`src/rtl/rf_path_sequencer.sv`:
```
// rf_path_sequencer: break-before-make sequencing of the RF front-end pins
// between rf_modes, with a valid/ready request port and a forced low-power
// override that aborts any sequence in progress.
module rf_path_sequencer #(
  parameter int unsigned SETTLE_CYCLES = 64,
  parameter int unsigned LNA_ON_CYCLES = 32
) (
  input  logic       i_sys_clk,
  input  logic       i_rst_b,
  input  logic       i_req_valid,
  input  logic [2:0] i_req_mode,
  output logic       o_req_ready,
  input  logic       i_force_lp,
  output logic       o_busy,
  output logic       o_done,
  output logic       o_err,
  output logic [2:0] o_cur_mode,
  output logic       o_mixer_en,
  output logic       o_shdn_rx_lna,
  output logic       o_shdn_tx_lna,
  output logic       o_tr_vc1,
  output logic       o_tr_vc1_b,
  output logic       o_tr_vc2,
  output logic       o_rx_h_tx_l,
  output logic       o_rx_h_tx_l_b
);

  localparam int unsigned MODE_W     = 3;
  localparam int unsigned LNA_W      = 3;
  localparam int unsigned SW_W       = 5;
  localparam int unsigned PAT_W      = LNA_W + SW_W;
  localparam int unsigned MAX_CYCLES = (SETTLE_CYCLES > LNA_ON_CYCLES) ? SETTLE_CYCLES : LNA_ON_CYCLES;
  localparam int unsigned CNT_W      = (MAX_CYCLES > 1) ? $clog2(MAX_CYCLES) : 1;

  localparam logic [CNT_W-1:0]  SETTLE_LOAD = CNT_W'(SETTLE_CYCLES - 1);
  localparam logic [CNT_W-1:0]  LNA_ON_LOAD = CNT_W'(LNA_ON_CYCLES - 1);
  localparam logic [LNA_W-1:0]  LNA_SHDN    = 3'b011;
  localparam logic [MODE_W-1:0] MODE_LP     = 3'b000;
  localparam logic [MODE_W-1:0] MODE_MAX    = 3'b101;
  localparam logic [PAT_W-1:0]  PAT_LP      = 8'h69;

  typedef enum logic [1:0] {
    ST_IDLE      = 2'd0,
    ST_GUARD_OFF = 2'd1,
    ST_GUARD_ON  = 2'd2
  } state_t;

  // Pin pattern per mode: {mixer, shdn_rx, shdn_tx, vc1, vc1_b, vc2, rx_h, rx_h_b}
  function automatic logic [PAT_W-1:0] mode_pattern(input logic [MODE_W-1:0] mode);
    case (mode)
      3'b000:  mode_pattern = 8'h69;
      3'b001:  mode_pattern = 8'h71;
      3'b010:  mode_pattern = 8'hAE;
      3'b011:  mode_pattern = 8'hAD;
      3'b100:  mode_pattern = 8'hD5;
      3'b101:  mode_pattern = 8'hD6;
      default: mode_pattern = PAT_LP;
    endcase
  endfunction

  state_t             state_q, state_n;
  logic [CNT_W-1:0]   cnt_q, cnt_n;
  logic [MODE_W-1:0]  target_q, target_n;
  logic [MODE_W-1:0]  cur_mode_q, cur_mode_n;
  logic               forced_q, forced_n;
  logic [LNA_W-1:0]   lna_q, lna_n;
  logic [SW_W-1:0]    sw_q, sw_n;
  logic               done_q, done_n;
  logic               err_q, err_n;
  logic               busy_q, busy_n;
  logic [PAT_W-1:0]   tgt_pat;
  logic               force_start;
  logic               req_accept;

  // Handshake qualifiers: force wins over a same-cycle request
  assign o_req_ready = (state_q == ST_IDLE) && !i_force_lp;
  assign req_accept  = i_req_valid && o_req_ready;
  assign force_start = i_force_lp && !forced_q &&
                       !((state_q == ST_IDLE) && (cur_mode_q == MODE_LP));

  // Next-state and next-output computation
  always_comb begin
    state_n    = state_q;
    cnt_n      = cnt_q;
    target_n   = target_q;
    cur_mode_n = cur_mode_q;
    forced_n   = forced_q;
    lna_n      = lna_q;
    sw_n       = sw_q;
    done_n     = 1'b0;
    err_n      = 1'b0;
    tgt_pat    = mode_pattern(target_q);

    if (force_start) begin
      lna_n    = LNA_SHDN;
      target_n = MODE_LP;
      cnt_n    = SETTLE_LOAD;
      forced_n = 1'b1;
      state_n  = ST_GUARD_OFF;
    end else begin
      case (state_q)
        ST_IDLE: begin
          if (req_accept) begin
            if (i_req_mode > MODE_MAX) begin
              err_n = 1'b1;
            end else if (i_req_mode == cur_mode_q) begin
              done_n = 1'b1;
            end else begin
              lna_n    = LNA_SHDN;
              target_n = i_req_mode;
              cnt_n    = SETTLE_LOAD;
              forced_n = 1'b0;
              state_n  = ST_GUARD_OFF;
            end
          end
        end
        ST_GUARD_OFF: begin
          if (cnt_q == '0) begin
            sw_n    = tgt_pat[SW_W-1:0];
            cnt_n   = LNA_ON_LOAD;
            state_n = ST_GUARD_ON;
          end else begin
            cnt_n = cnt_q - CNT_W'(1);
          end
        end
        ST_GUARD_ON: begin
          if (cnt_q == '0) begin
            lna_n      = tgt_pat[PAT_W-1:SW_W];
            cur_mode_n = target_q;
            done_n     = 1'b1;
            forced_n   = 1'b0;
            state_n    = ST_IDLE;
          end else begin
            cnt_n = cnt_q - CNT_W'(1);
          end
        end
        default: state_n = ST_IDLE;
      endcase
    end

    busy_n = (state_n != ST_IDLE);
  end

  // State and registered outputs
  always_ff @(posedge i_sys_clk or negedge i_rst_b) begin
    if (!i_rst_b) begin
      state_q    <= ST_IDLE;
      cnt_q      <= '0;
      target_q   <= MODE_LP;
      cur_mode_q <= MODE_LP;
      forced_q   <= 1'b0;
      lna_q      <= PAT_LP[PAT_W-1:SW_W];
      sw_q       <= PAT_LP[SW_W-1:0];
      done_q     <= 1'b0;
      err_q      <= 1'b0;
      busy_q     <= 1'b0;
    end else begin
      state_q    <= state_n;
      cnt_q      <= cnt_n;
      target_q   <= target_n;
      cur_mode_q <= cur_mode_n;
      forced_q   <= forced_n;
      lna_q      <= lna_n;
      sw_q       <= sw_n;
      done_q     <= done_n;
      err_q      <= err_n;
      busy_q     <= busy_n;
    end
  end

  assign o_busy        = busy_q;
  assign o_done        = done_q;
  assign o_err         = err_q;
  assign o_cur_mode    = cur_mode_q;
  assign o_mixer_en    = lna_q[2];
  assign o_shdn_rx_lna = lna_q[1];
  assign o_shdn_tx_lna = lna_q[0];
  assign o_tr_vc1      = sw_q[4];
  assign o_tr_vc1_b    = sw_q[3];
  assign o_tr_vc2      = sw_q[2];
  assign o_rx_h_tx_l   = sw_q[1];
  assign o_rx_h_tx_l_b = sw_q[0];

endmodule

```
`config.mk`:
```
export PLATFORM = sky130hd
export DESIGN_NAME = rf_path_sequencer
export DESIGN_NICKNAME = d
export VERILOG_FILES = /design/src/rtl/rf_path_sequencer.sv
export SDC_FILE = /design/constraint.sdc
export NUM_CORES = 1
export LEC_CHECK = 0
export CAP_MARGIN = 0
export CELL_PAD_IN_SITES_DETAIL_PLACEMENT = 1
export CELL_PAD_IN_SITES_GLOBAL_PLACEMENT = 2
export CORE_MARGIN = 5
export CORE_UTILIZATION = 28
export DETAILED_ROUTE_END_ITERATION = 10
export PLACE_DENSITY_LB_ADDON = 0.1
export SETUP_SLACK_MARGIN = 0.15
export SLEW_MARGIN = 20
export SYNTH_ARGS = -nofsm -noshare
export SYNTH_HDL_FRONTEND = slang
export SYNTH_SLANG_ARGS = --single-unit
```
`constraint.sdc`:
```
create_clock -name i_sys_clk -period 3.5 [get_ports i_sys_clk]
set_clock_uncertainty 0.05 [all_clocks]
set_input_delay 0.7 -clock i_sys_clk [delete_from_list [all_inputs] [get_ports i_sys_clk]]
set_output_delay 0.7 -clock i_sys_clk [all_outputs]
set_load 0.02 [all_outputs]
```
==> metrics.yaml, run 1 <==
first_global_vias: 1304
netlist.area_leader.share_pct: 38.29
wl_um: 3638
core_region_area_um2: 5042
htreeDepth: 1
worst-path-buf-inv: 2
drv_cap: 0
wire_per_inst_um: 15.10
die_width_um: 81.66
cts_tree: "built"
grt_max_degree: 27
p_leak_nw: 0.7518
place_congestion: 0.7715
fin_hold_ws_ps: 433.7
synth_edf_count: 0
setup-tns-final_ps: 0
path_cells: "inv_1 -> ha_1 -> nor2b_1 -> clkdlybuf4s50_1"
route.detailed.drc: 0
crit_arrival_ps: 1930
cp_max_fo: 9
num_rows: 26
start_util_pct: 28.51
layout-drive-gt1-share_pct: 9.357
synth_top_area_cell: "dfrtp_1"
nets: 187
path_class: "flip-flop to output pin"
async_flop_share_pct: 100.0
p_int_w: 0.0007742
power_density_nw_per_um2: 703.3
num_io_pins: 22
period_needed_ps: 2681
clockPowerShare_pct: 19.9
mappedNetlistArea_um2: 1438
port_buffers: 21
outcome: "complete, no violations"
cts_made_buffers: 3
ys_warn_count: 0
gr-usage-met1_pct: 15.16
viasPerCell: 4.830
maxSlewViolCount: 0
swShare_pct: 38.81
synth_area_leaders: "dfrtp_1, dfstp_2, ha_1"
cts_setup_buffers: 0
grtUsageMet2_pct: 22.96
seqPwrFrac_pct: 35.9
synthDistinctLibCells: 42
dieArea_um2: 6668
cp_top_family: "buffers and inverters"
dieHeight_um: 81.66
cpMaxStageDelayCell: "clkdlybuf4s50_1"
syn_nets: 162
worst_pin_slew_ps: 509.1
cp_slowest_stage_delay_ps: 610
finalCritPeriodShare_pct: 76.59
n_fill_cell: 572
holdCritPathClass: "flip-flop to flip-flop"
ctsResizeCount: 0
gr-usage-met3_pct: 1.754
clock_sink_count: 26
synth_cells: 147
avgSynthCellArea_um2: 9.780
postRouteAntennaNets: 0
drt_iter0_drc: 12
setup_viol: 0
startpoint_type: "flip-flop"
power_switching_w: 0.0004912
synthFlopType: "dfrtp_1"
diodes: 0
cp.required_ps: 2750
vias: 1164
antenna_found_initial: 0
first_pass_iters: 2
synth_seq_area_share_pct: 45.60
critPathCaptureType: "output pin"
rsz0062_at_grt: "false"
clock_latency_ps: 270
clk_path_buf_depth: 2
cts_hold_buf: 0
clockRootBuffer: "clkbuf_8"
ir_drop_uv: 243.6
grt_pass1_wl_um: 6451
finalHoldViolCount: 0
synth-seq-cells: 26
layout_commonest_cell: "dfrtp_1"
grt_overflow_total: 0
relSlewSlack_pct: 65.91
grt_most_used_layer: "met2"
fmax_mhz: 373.1
grt_usage_pct: 12.51
hpwlAfterDp_um: 2812
syn2layout_area_growth_pct: 25.15
layout_common_cells: "dfrtp_1, clkdlybuf4s50_1, nand2_1"
finalPower_w: 0.001265
power_frac_comb_pct: 44.1
path_clk_slew_ps: 100
-- area by class of cell --
type / count / area [um^2] / share of cell area [%]
clock inverter: 1 / 30.03 / 1.669
inverter: 10 / 37.54 / 2.086
sequential: 26 / 655.6 / 36.44
clock buffer: 3 / 41.29 / 2.295
tap: 70 / 87.58 / 4.868
timing repair buffer: 23 / 225.2 / 12.52
multi-input combinational: 108 / 721.9 / 40.13
-- kinds of logic after synthesis --
group                    share of synthesized area [%]
AND/OR/NAND/NOR                                  17.15
AO/OA/AOI/OAI                                    22.72
multiplexers                                     1.566
adder cells (fa/ha/maj)                          6.963
flip-flops                                       45.60
buffers and inverters                            4.178
XOR/XNOR                                         1.828
-- metrics by stage --
stage          instance area (um^2)  instances  worst slack (ps)  util (%)
6_report                       1799        241             819.5     35.68
5_1_grt                        1799        241             682.1     35.68
4_1_cts                        1799        241             801.6     35.68
3_5_place_dp                   1728        237             817.2     34.27
3_3_place_gp                   1728        237             859.3     34.27
2_1_floorplan                  1438        147              1369         -
-- Yosys cell counts, drive strengths merged (2+ instances only) --
cell    instances
a211oi          2
a21oi          16
a22oi           2
a31oi           2
and2            2
and3            2
and3b           2
buf             2
dfrtp          22
dfstp           4
ha              8
inv            10
mux2            2
nand2          19
nand3           5
nor2           11
nor2b           2
nor3            2
o21ai           5
o22a            5
o31ai           2
xor2            3
-- final timing paths --
path,startpoint,to,slack (ps),depth (start not counted)
max reg2reg,state_q[1],lna_q[2],970,7
max in group asynchronous,i_rst_b,lna_q[1],2350,2
min reg2reg,sw_q[0],sw_q[0],430,2
min,sw_q[0],sw_q[0],430,2
min in group asynchronous,i_rst_b,sw_q[2],750,2
max,state_q[1],o_req_ready,820,4
-- metal layers --
metal	share of wire, %	up-vias
met4	0.52	0
met2	52	9
met5	0	-
li1	-	572
met3	2.6	2
met1	45	581
-- state kept, by name (all words and copies together), names as in the netlist --
| register | cells |
|---|---|
| sw_q | 5 |
| lna_q | 3 |
| o_err | 1 |
| forced_q | 1 |
| o_cur_mode | 3 |
| cnt_q | 6 |
| target_q | 3 |
| o_busy | 1 |
| state_q | 2 |
| o_done | 1 |
-- power groups by stage --
stage,Combinational (W),Sequential [W],Clock [W]
after floorplan,0.000404,0.000459,0
final,0.000559,0.000454,0.000252
after global placement,0.000559,0.000458,0
after global routing,0.000631,0.000469,0.000272
after detailed placement,0.000566,0.000461,0
after CTS,0.000569,0.000456,0.000264
-- worst reg2reg max path: cells and delay by family (launching register included) --
| family | cells | cell delay (ps) |
|---|---|---|
| compound gates | 2 | 510 |
| simple gates | 3 | 1030 |
| buf+inv | 1 | 100 |
| flops | 1 | 440 |
| fa+ha+maj | 1 | 340 |
(Power assumes the default switching activity.)
==> run 2, diff against run 1 <==
==> constraint.sdc (replaced) <==
create_clock -name i_sys_clk -period 2.29 [get_ports i_sys_clk]
set_clock_uncertainty 0.05 [all_clocks]
set_input_delay 0.458 -clock i_sys_clk [delete_from_list [all_inputs] [get_ports i_sys_clk]]
set_output_delay 0.458 -clock i_sys_clk [all_outputs]
set_load 0.02 [all_outputs]
==> metrics.yaml, run 2 (same netlist as run 1, synthesis figures left out) <==
wire_per_inst_um: 14.77
layout_common_cells: "buf_4, dfrtp_1, clkdlybuf4s50_1"
die_width_um: 81.66
dieHeight_um: 81.66
grt_pass1_wl_um: 6548
grt_overflow_total: 0
place_inst: 250
seqPwrFrac_pct: 32.9
layout-drive-gt1-share_pct: 24.48
drv_cap: 0
finalPower_w: 0.002100
htreeDepth: 1
vias: 1256
antenna_found_initial: 0
dieArea_um2: 6668
clock_latency_ps: 270
critPathCaptureType: "flip-flop"
worst-path-buf-inv: 2
start_util_pct: 28.51
ir_drop_uv: 339.9
cp_max_fo: 7
cp_slowest_stage_delay_ps: 450
finalCritPeriodShare_pct: 91.03
num_io_pins: 22
clk_path_buf_depth: 2
fin_cells: 262
path_cells: "inv_2 -> ha_4 -> or4b_4 -> and3b_2 -> nor2_4 -> buf_4 -> a31oi_1 -> o22a_1"
clockRootBuffer: "clkbuf_8"
layout_commonest_cell: "buf_4"
worst_pin_slew_ps: 435.9
drt_iter0_drc: 19
p_int_w: 0.001286
outcome: "complete, no violations"
power_frac_comb_pct: 52.8
startpoint_type: "flip-flop"
fmax_mhz: 479.7
route.detailed.drc: 0
setup-tns-final_ps: 0
relSlewSlack_pct: 70.71
hpwlAfterDp_um: 2988
holdCritPathClass: "flip-flop to flip-flop"
clock_sink_count: 26
clockPowerShare_pct: 14.3
wl_um: 3869
first_global_vias: 1362
num_rows: 26
r2r_setup_slack_ps: 210
maxSlewViolCount: 0
largest_reg_flops: 6
cp.required_ps: 2400
path_class: "flip-flop to flip-flop"
p_leak_nw: 0.8533
period_needed_ps: 2085
power_density_nw_per_um2: 1058
max_flop_register: "cnt_q"
port_buffers: 21
final_core_util_pct: 39.35
grt_usage_pct: 12.51
reg_top3: "cnt_q (6), sw_q (5)"
setup_viol: 0
fin_hold_ws_ps: 437.6
swShare_pct: 38.78
finalHoldViolCount: 0
path_clk_slew_ps: 90
rsz0062_at_grt: "true"
cts_made_buffers: 3
viasPerCell: 4.794
power_switching_w: 0.0008143
cts_tree: "built"
nets: 208
grt_max_degree: 27
core_region_area_um2: 5042
postRouteAntennaNets: 0
diodes: 0
syn2layout_area_growth_pct: 38.03
first_pass_iters: 4
cpMaxStageDelayCell: "or4b_4"
place_congestion: 0.8378
crit_arrival_ps: 2200
cp_top_family: "simple AND/OR/NAND/NOR gates"
==> run 2: cell types whose count changed in the layout (fill, tap and decap cells not counted), sizes merged <==
| cell | before | now |
|---|---|---|
| bufinv | 1 | 0 |
| clkdlybuf4s50 | 21 | 20 |
| dlygate4sd2 | 0 | 1 |
| buf | 2 | 23 |
| clkbuf | 3 | 4 |
==> run 2: final timing paths <==
check	start	endpoint	depth (start not counted)
min in group asynchronous	i_rst_b	o_done	2
max in group asynchronous	i_rst_b	lna_q[1]	2
hold / removal	sw_q[4]	sw_q[4]	2
setup / recovery	state_q[0]	cnt_q[3]	8
setup reg to reg	state_q[0]	cnt_q[3]	8
hold reg to reg	sw_q[4]	sw_q[4]	2
==> run 2: final cells by class <==
cell class	instances	area, um^2
repair buffers	44	381.6
clock buffers	4	55.05
flip-flops and latches	26	655.6
inverters	10	37.54
fillers	585	3058
well taps	70	87.58
multi-input cells	108	767.0
==> run 2: power by group through the flow <==
stage / logic [W] / registers [W] / clock network, W
final: 0.00111 / 0.000690 / 0.000300
after global routing: 0.00124 / 0.000710 / 0.000332
after CTS: 0.00102 / 0.000691 / 0.000315
after detailed placement: 0.000955 / 0.000704 / 0
after global placement: 0.000931 / 0.000696 / 0
after floorplan: 0.000617 / 0.000702 / 0
==> run 2: stage by stage <==
stage / instance area (um^2) / setup slack, ps
6_report: 1984 / 205.5
5_1_grt: 1984 / 113.4
4_1_cts: 1919 / 151.3
3_5_place_dp: 1826 / -95.59
3_3_place_gp: 1826 / -38.73
2_1_floorplan: 1438 / 159.3
==> run 2: per-layer routing <==
metal  vias up  track usage [%]  routed length (um)
li1        611                -                   -
met1       634            15.47                1772
met2         9            23.13                1984
met3         2            1.645                  93
met4         0            2.492                  19
met5         -                0                   0
==> run 2: repair_timing <==
item	CTS	global route
setup endpoints to repair	9	9
gates resized for setup	8	4
buffers inserted	2	6
hold buffers	0	0
pin swaps	3	2
==> run 2: worst min-delay path: stages, from the launching register on <==
cell     delay, ps
dfrtp_1        350
nand2_1         50
o21ai_0         60
